File: src/rtl/game_io_pkg.sv
// game_io_pkg: colour codes and event-word layout shared by the button queue and LED-flash logic.
package game_io_pkg;
    localparam logic [1:0] COLOR_RED    = 2'd0;
    localparam logic [1:0] COLOR_BLUE   = 2'd1;
    localparam logic [1:0] COLOR_GREEN  = 2'd2;
    localparam logic [1:0] COLOR_YELLOW = 2'd3;
    localparam int EVT_VALID_BIT = 0;
    localparam int EVT_COLOR_LSB = 1;
    localparam int EVT_OVF_BIT   = 3;
    function automatic logic [31:0] evt_word(input logic valid, input logic [1:0] color, input logic ovf);
        logic [31:0] w;
        w = '0;
        w[EVT_VALID_BIT] = valid;
        w[EVT_COLOR_LSB +: 2] = color;
        w[EVT_OVF_BIT] = ovf;
        return w;
    endfunction
endpackage

File: src/rtl/button_debounce.sv
// button_debounce: 2-flop synchronizer plus stability counter; pulses press_o on the edge where
// the debounced level rises.
module button_debounce #(
    parameter int DEBOUNCE_CYCLES = 500000
) (
    input  logic clock,
    input  logic reset,
    input  logic raw_i,
    output logic press_o
);
    localparam int CW = $clog2(DEBOUNCE_CYCLES);
    logic [1:0] sync_q;
    logic stable_q, stable_d;
    logic [CW-1:0] cnt_q, cnt_d;
    logic s;
    assign s = sync_q[1];
    always_comb begin
        stable_d = stable_q;
        cnt_d = '0;
        if (s != stable_q) begin
            if (cnt_q == CW'(DEBOUNCE_CYCLES - 1)) stable_d = s;
            else cnt_d = cnt_q + 1'b1;
        end
    end
    // Pulse coincides with the edge that updates stable, so the FIFO write lands on that same edge.
    assign press_o = stable_d & ~stable_q;
    always_ff @(posedge clock or posedge reset) begin
        if (reset) begin
            sync_q <= '0;
            stable_q <= 1'b0;
            cnt_q <= '0;
        end else begin
            sync_q <= {sync_q[0], raw_i};
            stable_q <= stable_d;
            cnt_q <= cnt_d;
        end
    end
endmodule

File: src/rtl/button_event_queue.sv
// button_event_queue: debounces four buttons and queues prioritised press colours for CPU loads.
// Define BUTTON_QUEUE_OVERFLOW_EN to add the sticky overflow flag on event_word bit 3.
module button_event_queue
    import game_io_pkg::*;
#(
    parameter int DEBOUNCE_CYCLES = 500000,
    parameter int DEPTH = 4
) (
    input  logic                     clock,
    input  logic                     reset,
    input  logic                     red_button,
    input  logic                     blue_button,
    input  logic                     green_button,
    input  logic                     yellow_button,
    input  logic                     read_strobe,
    output logic [31:0]              event_word,
    output logic                     empty,
    output logic                     full,
    output logic [$clog2(DEPTH):0]   count
);
    localparam int AW = $clog2(DEPTH);
    logic [3:0] raw, press;
    logic push_req, push, pop, ovf;
    logic [1:0] push_color;
    logic [1:0] mem_q [DEPTH];
    logic [AW-1:0] wr_q, wr_d, rd_q, rd_d;
    logic [AW:0] count_q, count_d;
    assign raw = {yellow_button, green_button, blue_button, red_button};
    genvar i;
    generate
        for (i = 0; i < 4; i++) begin : g_db
            button_debounce #(.DEBOUNCE_CYCLES(DEBOUNCE_CYCLES)) u_db (
                .clock   (clock),
                .reset   (reset),
                .raw_i   (raw[i]),
                .press_o (press[i])
            );
        end
    endgenerate
    assign push_req = |press;
    assign push_color = press[0] ? COLOR_RED : press[1] ? COLOR_BLUE : press[2] ? COLOR_GREEN : COLOR_YELLOW;
    assign empty = count_q == '0;
    assign full = count_q == (AW+1)'(DEPTH);
    assign count = count_q;
    assign pop = read_strobe & ~empty;
    // A pop frees the slot for a same-cycle push even when full.
    assign push = push_req & (~full | pop);
    always_comb begin
        wr_d = push ? wr_q + 1'b1 : wr_q;
        rd_d = pop ? rd_q + 1'b1 : rd_q;
        count_d = count_q + (AW+1)'(push) - (AW+1)'(pop);
    end
    always_ff @(posedge clock or posedge reset) begin
        if (reset) begin
            wr_q <= '0;
            rd_q <= '0;
            count_q <= '0;
        end else begin
            wr_q <= wr_d;
            rd_q <= rd_d;
            count_q <= count_d;
        end
    end
    always_ff @(posedge clock) begin
        if (push) mem_q[wr_q] <= push_color;
    end
`ifdef BUTTON_QUEUE_OVERFLOW_EN
    logic ovf_q, ovf_d;
    assign ovf_d = (read_strobe & empty) ? 1'b0 : (push_req & full & ~pop) ? 1'b1 : ovf_q;
    always_ff @(posedge clock or posedge reset) begin
        if (reset) ovf_q <= 1'b0;
        else ovf_q <= ovf_d;
    end
    assign ovf = ovf_q;
`else
    assign ovf = 1'b0;
`endif
    assign event_word = evt_word(~empty, empty ? 2'b00 : mem_q[rd_q], ovf);
endmodule

File: config.mk
export PLATFORM = sky130hd
export DESIGN_NAME = button_event_queue
export DESIGN_NICKNAME = d
export VERILOG_FILES = /design/src/rtl/game_io_pkg.sv /design/src/rtl/button_debounce.sv /design/src/rtl/button_event_queue.sv
export SDC_FILE = /design/constraint.sdc
export NUM_CORES = 1
export LEC_CHECK = 0
export CAP_MARGIN = 20
export CELL_PAD_IN_SITES_DETAIL_PLACEMENT = 0
export CELL_PAD_IN_SITES_GLOBAL_PLACEMENT = 1
export CORE_MARGIN = 2
export CORE_UTILIZATION = 41
export CTS_CLUSTER_DIAMETER = 200
export DETAILED_ROUTE_END_ITERATION = 10
export GPL_ROUTABILITY_DRIVEN = 1
export GPL_TIMING_DRIVEN = 1
export PLACE_DENSITY = 0.77
export SETUP_SLACK_MARGIN = 0.5
export SLEW_MARGIN = 40
export SYNTH_ARGS = -nofsm -noshare
export SYNTH_HDL_FRONTEND = slang
export SYNTH_SLANG_ARGS = --single-unit
File: constraint.sdc
create_clock -name clock -period 3.1 [get_ports clock]
set_input_delay 0.775 -clock clock [delete_from_list [all_inputs] [get_ports clock]]
set_output_delay 0.775 -clock clock [all_outputs]
set_load 0.05 [all_outputs]
# [Yosys cells after proc, flatten, opt, wreduce, memory -nomap -nowiden]
# Memory sizes are Yosys's and may differ from the RTL's.
# Cells that the tools add are included.
[totals] reg_bits=95 mem_bits_rw=8 in_bits=7 out_inout_bits=37 word_cells=70 mem_count=1
[memory_table] memory="mem_q" depth=4 word_bits=2 read_ports=1 rd_ports_with_merged_regs=0 wr=1 line_no="button_event_queue.sv:25" source="logic [1:0] mem_q [DEPTH];"
[classes] addsub=8 eq_ne=9 muxes=22 bitwise=13 n_reduce_logical=2
[ops] cell="19-bit 2-to-1 mux" count=8
[ops] cell="19-bit by 1-bit adder with 19-bit output (second input constant)" count=4
[ops] cell="19-bit == test (second input constant)" count=4
[ops] cell="1-bit 2-to-1 mux" count=11
[ops] cell="1-bit AND" count=6
[ops] cell="2-bit 2-to-1 mux" count=3
[ops] cell="1-bit inverter" count=6
[ops] cell="2-bit by 1-bit adder with 2-bit output (second input constant)" count=2
[ops] cell="1-bit inequality test" count=4
[ops] cell="4-bit OR reduction" count=1
[ops] cell="3-bit by 1-bit adder with 3-bit output" count=1
[ops] cell="3-bit == test (second input constant)" count=1
[ops] cell="3-bit logical NOT" count=1
[ops] cell="3-bit by 1-bit subtractor with 3-bit output" count=1
[ops] cell="1-bit bitwise OR" count=1

# [Logic depth before layout (Yosys ltp)]
[logic_depth] ltp_word=8 depth_mapped=10 mapped_depth_nobuf=10

# [Modules after synthesis]
# Synthesis repeated with hierarchy kept, for this count alone.
[unflattened] cells_unflattened=514 area_unflattened_um2=5495.3
[modules_own_cells] mod="button_debounce" instances=4 cells_per_inst=108 area_each_um2=1131.1 seq_area_each_um2=550.5
[modules_own_cells] mod="button_event_queue" instances=1 cells_per_inst=82 area_each_um2=970.9 seq_area_each_um2=415.4

# [Worst setup path after synthesis]
# No wires, ideal clock.
[synth_path] path_kind="register to register" startpoint="register count_q[2], in the netlist count[2]" endpoint="register count_q[2], in the netlist count[2]" setup_ns=0.141 arrival_ns=3.284 path_slack_ns=-0.325 stages_incl_launch_ff=9 path_cell_list="dfrtp_1 -> nor3b_1 -> nor2b_1 -> a211o_1 -> nand2_1 -> ha_1 -> fa_1 -> xor2_1 -> xnor2_1"
[synth_between] elab_cells_between_ends=9
[synth_lines] element="from (decl)" line_no="button_event_queue.sv:27" source="logic [AW:0] count_q, count_d;"
[synth_lines] element="from (signal assigned)" line_no="button_event_queue.sv:61" source="count_q <= count_d;"
[synth_lines] element="3-bit == test" line_no="button_event_queue.sv:43" source="assign full = count_q == (AW+1)'(DEPTH);"
[synth_lines] element="via full" line_no="button_event_queue.sv:18" source="output logic full,"
[synth_lines] element="1-bit inverter" line_no="button_event_queue.sv:47" source="assign push = push_req & (~full | pop);"
[synth_lines] element="1-bit bitwise OR" line_no="button_event_queue.sv:47"
[synth_lines] element="1-bit AND" line_no="button_event_queue.sv:47"
[synth_lines] element="3-bit by 1-bit adder with 3-bit output" line_no="button_event_queue.sv:51" source="count_d = count_q + (AW+1)'(push) - (AW+1)'(pop);"
[synth_lines] element="3-bit by 1-bit subtractor with 3-bit output" line_no="button_event_queue.sv:51"
[synth_lines] element="via count_d[2]" line_no="button_event_queue.sv:27"
# The timed path passes the listed nets, and every way through them passes these cells.
# A chain may end at the register's enable or synchronous reset.

# [Worst setup path after layout]
[layout_path] startpoint="register count_q[1], in the netlist count[1]" endpoint="output port event_word[1]"
[layout_between] elab_chain_cells=2
[layout_rtl] element="3-bit logical NOT" line_no="button_event_queue.sv:42" source="assign empty = count_q == '0;"
[layout_rtl] element="2-bit 2-to-1 mux" line_no="button_event_queue.sv:78" source="assign event_word = evt_word(~empty, empty ? 2'b00 : mem_q[rd_q], ovf);"
[layout_rtl] element="to (decl)" line_no="button_event_queue.sv:16" source="output logic [31:0] event_word,"
# No other way between the ends.

==> metrics.md <==
| Metric | Value |
|---|---|
| Worst path slowest cell | `or3_1` |
| Most frequent cells in the layout | `dfrtp_1, nor2_1, xor2_1` |
| Post-Synth Adder-Cell Area | `2.60%` |
| Max Freq | `roughly 400 MHz` |
| R2r startpoint | `g_db[2].u_db.cnt_q[6]` |
| Core area | `~0.012 sq mm` |
| P per Cell Area | `about 560 mW/mm^2` |
| Setup_tns | `0 ps` |
| Post-synth top area share | `46.7%` |
| Status | `finished, final reports clean` |
| CTS sink cnt | `approximately 100` |
| WL/cell | `between 10 and 15 um` |
| PortBufs | `14` |
| Via Count | `about 3200` |
| Nets | `522` |
| Finished Core Util | `between 40% and 50%` |
| Fin cells | `678` |
| Compound-cell area share of the yosys netlist | `around 1.8%` |
| Post-Synthesis Cells | `479` |
| Synth cell types | `48` |
| Via density | `approximately 4.7` |
| Synth area leaders | `dfrtp_1, nor2_1, xor2_1, xnor2_1, edfxtp_1` |
| Final Hold Vio Count | `0` |
| Row count | `40` |
| Detail Route Antenna Nets | `0` |
| Most common cell after layout, fill and taps aside | `dfrtp_1` |
| Crit path largest cell delay | `470 ps` |
| Vias in the first global route | `around 3200` |
| Placed cell count | `approximately 660` |
| Fraction of synthesis flops using an asynchronous set or reset pin | `92.2%` |
| Clock slew at reported path FFs | `60 ps` |
| Max FO, Critical Path | `5` |
| Pins Over Slew Limit | `0` |
| Kind of critical path | `register to output pin` |
| TritonRoute pass-1 iters | `4` |
| Root Driver | `clkbuf_16` |
| Post-synth EDFFs | `8` |
| Synth Register Bits | `a little over 100` |
| Syn avg cell area | `around 11 sq um` |
| Main synth FF type | `dfrtp_1` |
| Worst Hold Class | `register to register` |
| Synth area leader | `dfrtp_1` |
| Met3 wire length | `between 200 and 300 um` |
| DRC violation count after routing | `0` |
| XOR/XNOR share of the synthesized area | `12.7%` |
| Synth Area in Simple Gates | `23.7%` |
| Area growth, synth to finish | `12.7%` |
| Min Hold Slack | `approximately 350 ps` |
| Antenna cells | `0` |
| Die area | `0.0133 sq mm` |
| Synth warnings | `0` |
| Critical Path RT | `between 2000 and 2500 ps` |
| Largest family of logic cells by synthesized area | `simple AND/OR/NAND/NOR gates` |
| Peak supply drop | `between 0.2 and 0.3 mV` |
| Fillers | `1106` |
| Final Cycle Share | `about 83%` |
| Share of cells above drive strength 1 | `between 9 and 10%` |
| CTS buffer count | `9` |
| Initial Utilization | `approximately 42%` |
| Top Metal Used | `met4` |
| Placed inst area | `0.00535 sq mm` |
| Initial antenna violation count | `0` |
| Htree depth | `3` |
| Register area share after synthesis | `51.4%` |
| Die width | `115 um` |
| Post-route cell area | `0.00574 sq mm` |
| Detail Placement HPWL | `5.81 mm` |
| CTS Buffer Depth | `2` |
| Leakage | `roughly 2.4 nW` |
| Post-Syn Area | `about 0.0051 sq mm` |
| Post-Route M1 WL | `~4 mm` |
| DRT iter0 DRCs | `~190` |
| Gr ovfl total | `0` |
| Crit path cell chain | `or3_1, and2_1, clkdlybuf4s15_2` |
| Worst-Margin Slew | `around 800 ps` |
| Met2 routed WL | `roughly 4.1 mm` |
| Slew headroom | `~47%` |
| Hold-fix buffer count after cts | `0` |
| Crit path capture type | `output pin` |
| CTS tree | `done` |
| Skew-Pair Late Insertion Delay | `around 340 ps` |
| Final setup fails | `0` |
| RSZ-0062 raised after global routing | `yes` |
| Ports | `44` |
| GPL Wtd Cong | `between 0.7 and 0.8` |
| GRT Total Usage | `between 10% and 20%` |
| Tmin final | `2570 ps` |
| Die span in y | `around 120 um` |
| Hold_sp | `g_db[3].u_db.sync_q[0]` |
| Largest net degree at the start of global routing | `68` |
| Clk_skew | `5.90 ps` |
| Post-Route WL | `about 8.3 mm` |
| Max Cap Viol | `0` |
| Crit start category | `register` |
| WP data arrival | `between 1500 and 2000 ps` |
| Mux share of post-synthesis cell area | `between 2 and 2.5%` |
| First-pass GRT wire length | `between 10 and 15 mm` |
| Setup crit start | `count[1]` |
## area by class of cell
class | count | area (sq um) | share of cell area, %
Clock buffer | 13 | 260 | 4.54
Clock inverter | 3 | 65.1 | 1.13
Inverter | 12 | 48.8 | 0.850
Multi-Input combinational cell | 358 | 2330 | 40.7
Sequential cell | 103 | 2620 | 45.6
Tap cell | 168 | 210 | 3.66
Timing Repair Buffer | 21 | 200 | 3.49
## synth_stat cells (2+ instances only)
cell,number
inv_1,12
nand4bb_1,2
nor4b_1,5
or3_1,2
nor2_1,91
buf_2,3
nand2_1,26
dfrtp_1,95
clkbuf_1,2
mux2_2,4
nand3_1,32
nor4_4,2
nand4_1,14
nor2b_1,7
nor3_1,5
and4_2,2
mux4_2,2
and4b_1,2
xor2_1,39
xnor2_1,35
and3_1,16
buf_4,29
and4_1,6
ha_1,9
and2_1,7
edfxtp_1,8
## per-layer routing
layer | up-vias | global-route usage (%)
li1 | 1609 | -
met1 | 1548 | 17.4
met2 | 29 | 22.5
met3 | 9 | 4.60
met4 | 0 | 3.78
met5 | - | 0
## repair_timing
| item | 4_1_cts | 5_1_grt |
|---|---|---|
| cloned | 0 | 0 |
| buffers inserted | 5 | 0 |
| gates resized for setup | 14 | 3 |
| pin swaps | 2 | 1 |
| setup endpoints to repair | 7 | 4 |
## stage by stage
step	setup slack (ps)	power, mW
2_1_floorplan	356	1.93
3_3_place_gp	385	2.04
3_5_place_dp	292	2.06
4_1_cts	419	3.29
5_1_grt	401	3.38
6_report	531	3.23
## worst max-delay path: cells and delay by family, from the launching register on
| family | cells | cell delay, ps |
|---|---|---|
| flops | 1 | 450 |
| simple gates | 2 | 670 |
| buf+inv | 1 | 340 |
## flip-flops by register name, summed over array words and instances, names as in the netlist
signal and flops:
g_db.u_db.cnt_q 76, g_db.u_db.sync_q 8, mem_q 8, g_db.u_db.stable_q 4, count 3, rd_q 2, wr_q 2
## worst paths after layout
| check | endpoint | slack, ps | depth (start not counted) |
|---|---|---|---|
| max | event_word[1] | 530 | 3 |
| min | g_db[3].u_db.sync_q[1] | 350 | 0 |
| max reg2reg | count[2] | 550 | 9 |
| min reg2reg | g_db[3].u_db.sync_q[1] | 350 | 0 |
| max in group asynchronous | rd_q[0] | 1890 | 3 |
| min in group asynchronous | g_db[1].u_db.cnt_q[17] | 870 | 3 |
## where the power goes
part,switching [mW],total [mW],internal [mW]
Clock,0.475,1.23,0.751
Sequential,0.0671,1.48,1.41
Combinational,0.370,0.527,0.157
## logic make-up (layout without fill, tap and decap cells)
group / after synthesis / in the layout
AOI/OAI and AO/OA: 9 / 9
xor gates and xnor gates: 74 / 74
adders and majority gates: 10 / 10
buffers and inverters: 46 / 49
DFF: 103 / 103
muxes: 7 / 7
other: 1 / 29
and+or+nand+nor: 229 / 229
No activity file was read; power rests on OpenSTA's default activity.
